[config.mk]
export PLATFORM = sky130hd
export DESIGN_NAME = seq_word_serializer
export DESIGN_NICKNAME = d
export VERILOG_FILES = /design/src/rtl/seq_word_serializer.sv
export SDC_FILE = /design/constraint.sdc
export NUM_CORES = 1
export LEC_CHECK = 0
export CORE_MARGIN = 2
export CORE_UTILIZATION = 41
export DETAILED_ROUTE_END_ITERATION = 12
export PLACE_DENSITY = 0.75
export SYNTH_ARGS = -nofsm -noshare
export SYNTH_HDL_FRONTEND = slang
export SYNTH_SLANG_ARGS = --single-unit
[constraint.sdc]
create_clock -name clk -period 1.7 [get_ports clk]
set_input_delay 0.51 -clock clk [delete_from_list [all_inputs] [get_ports clk]]
set_output_delay 0.51 -clock clk [all_outputs]
set_load 0.02 [all_outputs]
[src/rtl/seq_word_serializer.sv]
// Word-to-bit serializer with a one-word holding register.
// Feeds the serial sequence detector one bit per clock, gap-free.
module seq_word_serializer #(
  parameter int WIDTH     = 8,
  parameter bit MSB_FIRST = 1'b1,
  parameter bit IDLE_BIT  = 1'b0
) (
  input  logic             clk,
  input  logic             rst_n,
  input  logic [WIDTH-1:0] data_in,
  input  logic             data_valid,
  output logic             data_ready,
  output logic             ser_out,
  output logic             ser_valid,
  output logic             ser_last,
  output logic             busy
);

  localparam int CW = $clog2(WIDTH);
  localparam logic [CW-1:0] LAST = CW'(WIDTH - 1);

  typedef enum logic {
    IDLE,
    SHIFT
  } state_e;

  state_e           state_q, state_d;
  logic [WIDTH-1:0] hold_q, hold_d;
  logic             hold_full_q, hold_full_d;
  logic [WIDTH-1:0] shift_q, shift_d;
  logic [CW-1:0]    cnt_q, cnt_d;
  logic             at_last;

  assign at_last = (cnt_q == LAST);

  always_ff @(posedge clk or negedge rst_n) begin
    if (!rst_n) begin
      state_q     <= IDLE;
      hold_q      <= '0;
      hold_full_q <= 1'b0;
      shift_q     <= '0;
      cnt_q       <= '0;
    end else begin
      state_q     <= state_d;
      hold_q      <= hold_d;
      hold_full_q <= hold_full_d;
      shift_q     <= shift_d;
      cnt_q       <= cnt_d;
    end
  end

  always_comb begin
    state_d     = state_q;
    hold_d      = hold_q;
    hold_full_d = hold_full_q;
    shift_d     = shift_q;
    cnt_d       = cnt_q;

    // Accept and drain are exclusive: accept needs hold empty.
    if (data_valid && !hold_full_q) begin
      hold_d      = data_in;
      hold_full_d = 1'b1;
    end

    unique case (state_q)
      IDLE: begin
        if (hold_full_q) begin
          shift_d     = hold_q;
          hold_full_d = 1'b0;
          cnt_d       = '0;
          state_d     = SHIFT;
        end
      end
      SHIFT: begin
        if (!at_last) begin
          if (MSB_FIRST) begin
            shift_d = {shift_q[WIDTH-2:0], 1'b0};
          end else begin
            shift_d = {1'b0, shift_q[WIDTH-1:1]};
          end
          cnt_d = cnt_q + 1'b1;
        end else if (hold_full_q) begin
          shift_d     = hold_q;
          hold_full_d = 1'b0;
          cnt_d       = '0;
        end else begin
          state_d = IDLE;
        end
      end
      default: state_d = IDLE;
    endcase
  end

  logic out_bit;

  assign out_bit    = MSB_FIRST ? shift_q[WIDTH-1]
                                : shift_q[0];
  assign ser_valid  = (state_q == SHIFT);
  assign ser_out    = ser_valid ? out_bit : IDLE_BIT;
  assign ser_last   = ser_valid & at_last;
  assign busy       = ser_valid | hold_full_q;
  assign data_ready = ~hold_full_q;

endmodule
# ---- Word-level counts from Yosys, hierarchy flattened
# Index checks and enable logic that the tools add are counted.
dict set report totals {
  output_inout_bits 5
  regBits 21
}
dict set report classes {
  bitwise 4
  add_sub_neg 1
  eq_ne 1
  n_reduce_logical 2
  n_mux 14
}
# cell n
set op_table {}
lappend op_table {{$mux 8} 2}
lappend op_table {{$pmux 8 s2} 1}
lappend op_table {{$mux 1} 6}
lappend op_table {{$mux 3} 2}
lappend op_table {{$pmux 3 s2} 1}
lappend op_table {{$pmux 1 s2} 2}
lappend op_table {{$add 3x1->3 const B} 1}
lappend op_table {{$eq 3x3->1 const B} 1}
lappend op_table {{$not 1->1} 2}
lappend op_table {{$and 1x1->1} 1}
lappend op_table {{$logic_and 1x1->1} 1}
lappend op_table {{$logic_not 1->1} 1}
lappend op_table {{$or 1x1->1} 1}

# ---- Depth between registers and ports, before layout
dict set report logic_depth {
  word_depth 6
  depth_mapped 5
}

# ---- Worst setup path before layout
# OpenSTA, ideal clock, no wires.
dict set report synth_timing {
  path_type {reg2reg}
  startpoint {register cnt_q[0]}
  endpoint {register shift_q[4]}
  synth_period_minus_slack_ns 1.505
  arrival_time_ns 1.380
  n_path_buf 1
  setup_time_ns 0.125
  path_stages_with_launch 6
  setup_slack_ns 0.195
  path_cell_list {dfrtp_1 -> ha_1 -> ha_1 -> nand2b_1 -> buf_2 -> mux2_4}
}
dict set report synth_via {
  elab_chain_cells 3
}
# element line
set synth_rtl {}
lappend synth_rtl {{start: declaration} 31} ;# logic [CW-1:0] cnt_q, cnt_d;
lappend synth_rtl {{start signal: assignment} 48} ;# cnt_q <= cnt_d;
lappend synth_rtl {{$eq 3x3->1} 34} ;# assign at_last = (cnt_q == LAST);
lappend synth_rtl {{$mux 8} 75} ;# if (!at_last) begin
lappend synth_rtl {{$pmux 8 s2} 65} ;# unique case (state_q)
lappend synth_rtl {{net shift_d[4]} 30} ;# logic [WIDTH-1:0] shift_q, shift_d;
lappend synth_rtl {{end signal: assignment} 47} ;# shift_q <= shift_d;
lappend synth_rtl {{end: declaration} 30}
# The timed path passes the listed nets, and every way through them passes these cells.
# A chain may end at the register's enable or synchronous reset.

# ---- Final worst setup path
dict set report layout_timing {
  startpoint {register cnt_q[1]}
  endpoint {output port ser_last}
}
dict set report layout_via {
  elab_chain_cells 2
}
# element line
set layout_rtl {}
lappend layout_rtl {{$eq 3x3->1} 34}
lappend layout_rtl {{$and 1x1->1} 100} ;# assign ser_last = ser_valid & at_last;
lappend layout_rtl {{end: declaration} 15} ;# output logic ser_last,
# Every way passes these cells.

==> flow_summary.ini <==
[place]
gp_congestion = 0.683
place.port_buffers = 15
pre_cts_slack_ns = -0.244
placed_area_um2 = 1240
dpl.hpwl_um = 1150
place_inst = 118

[clock_network]
cts.sinks = 21
cts.path.max_buffers = 2
cts_root_buffer = clkbuf_4
cts_hold_buffers = 0
cts_made_buffers = 3
clkTransAtPathRegs_ns = 0.11
clk_latency_ns = 0.29
htree_levels = 1
cts_tree = done

[finish]
final_common_cell = dfrtp_1
final_cells = 124
drive_gt1_share_pct = 50.0
post-route-util_pct = 57.5
nets = 111
syn2layout_area_growth_pct = 30.5
fin_area_um2 = 1300
diodes = 0
final_cell_mix = 21 x dfrtp_1, 18 x mux2_2, 13 x buf_4

[critical_path]
cp_max_fo = 2
r2r_start = cnt_q[1]
worst_setup_path_end_kind = primary output
path_class = reg2out
critPathLaunch = cnt_q[1]
arrival_ns = 1.29
required_ns = 1.19
cp-start-kind = flop

[global_routing]
grt_usage_pct = 13.7
overflow = 0
grt_pass1_vias = 637
grt_max_degree = 22
grt_pass1_wl_um = 2690
antenna_found_initial = 0

[timing]
rsz0062_at_grt = yes
post-route-period-util_pct = 106
setup_viol = 1
fin_skew_ns = 0.00209
fin_crit_ns = 1.80
slew_headroom_pct = 82.4
final.setup.worst_slack_ns = -0.105
fin_tns_setup_ns = -0.105
timing.hold.ws_ns = 0.514
finalMaxSlewViolations = 0
worst_pin_slew_ns = 0.264
final_hold_viol_count = 0
timing.fmax_mhz = 554

[logic_synthesis]
syn_inst = 68
synth_area_um2 = 993
yosys_warnings = 0
syn_nets = 82
yosysSeqAreaShare_pct = 52.9
syn_avg_cell_area_um2 = 14.6
synth-seq-cells = 21
synth_cell_types = 16

[status]
violations = setup timing
outcome = finished, violations left

[route]
viasPerCell = 4.81
first_pass_iters = 3
ant_nets = 0
drt-initial-drc-count = 5
vias = 596
drcViolationCount = 0
avgRoutedWirePerCell_um = 12.4
routed_wl_um = 1530

[power]
power_density_nw_per_um2 = 1690
peakVddDrop_uv = 986
power_leakage_nw = 0.600
power.total_mw = 2.19

[job]
maxCapViolCount = 0

[die]
start_util_pct = 44.1
fp.coreArea_um2 = 2250
fp-row-count = 17
die_area_um2 = 2830
die_h_um = 53.2
dieWidth_um = 53.2
ios = 16

[worst_hold_path]
min_from = shift_q[2]
worstHoldPathType = reg2reg
-- per-layer routing --
layer	vias to the layer above	part of all wire, %	track usage (%)
met5	-	0	0
met4	0	0.72	6.41
met3	2	3.6	3.39
met2	10	53	23.9
met1	299	43	15.6
li1	285	-	-
-- logic make-up after synthesis --
logic type | share of synthesized area [%]
AO/OA/AOI/OAI | 0.756
AND/OR/NAND/NOR | 7.05
multiplexers | 31.5
flip-flops | 52.9
adder cells (fa/ha/maj) | 3.78
buffers and inverters | 4.03
-- Yosys cell counts --
master / instances / area share [%]
nand2b_1: 3 / 1.9
mux2i_1: 2 / 2.0
buf_6: 1 / 1.1
inv_1: 1 / 0.38
mux2_2: 18 / 20
dfrtp_1: 21 / 53
buf_8: 1 / 1.5
and2_1: 2 / 1.3
ha_1: 3 / 3.8
nor2_1: 1 / 0.38
a21o_1: 1 / 0.76
nand2_1: 1 / 0.38
mux2_4: 6 / 9.1
or2_2: 1 / 0.63
buf_2: 2 / 1.0
nor2b_1: 4 / 2.5
-- power by group --
part | switching (mW) | internal [mW]
registers | 0.124 | 0.725
logic | 0.398 | 0.715
clock network | 0.141 | 0.0912
-- path summary, 6_finish.rpt --
path / cells after the start / slack [ns] / endpoint
setup / recovery: 4 / -0.10 / ser_last
hold / removal: 1 / 0.51 / shift_q[3]
setup reg to reg: 6 / 0.08 / shift_q[4]
hold reg to reg: 1 / 0.51 / shift_q[3]
max in group asynchronous: 2 / 0.95 / shift_q[5]
min in group asynchronous: 2 / 0.54 / hold_q[3]
-- state kept, by name, summed over array words and instances (netlist names) --
register,count
cnt_q,3
hold_full_q,1
hold_q,8
ser_valid,1
shift_q,8
-- final cells by class --
class                           instances  area [µm²]
Fill cell                             194         958
Sequential cell                        21         526
Multi-Input combinational cell         42         455
Timing Repair Buffer                   28         250
Tap cell                               28        35.0
Clock buffer                            4        26.3
Inverter                                1        3.75
-- timing repair --
item | CTS | global route
resized for setup | 14 | 13
pin swaps | 0 | 1
endpoints found under the setup margin | 5 | 7
buffers inserted | 2 | 1
-- critical path, stage by stage, from the launching register on --
cell     delay (ns)
dfrtp_1        0.39
ha_2           0.21
ha_4           0.15
and2_4         0.13
buf_6          0.12
Note: power is estimated with default switching activity, not from simulation.
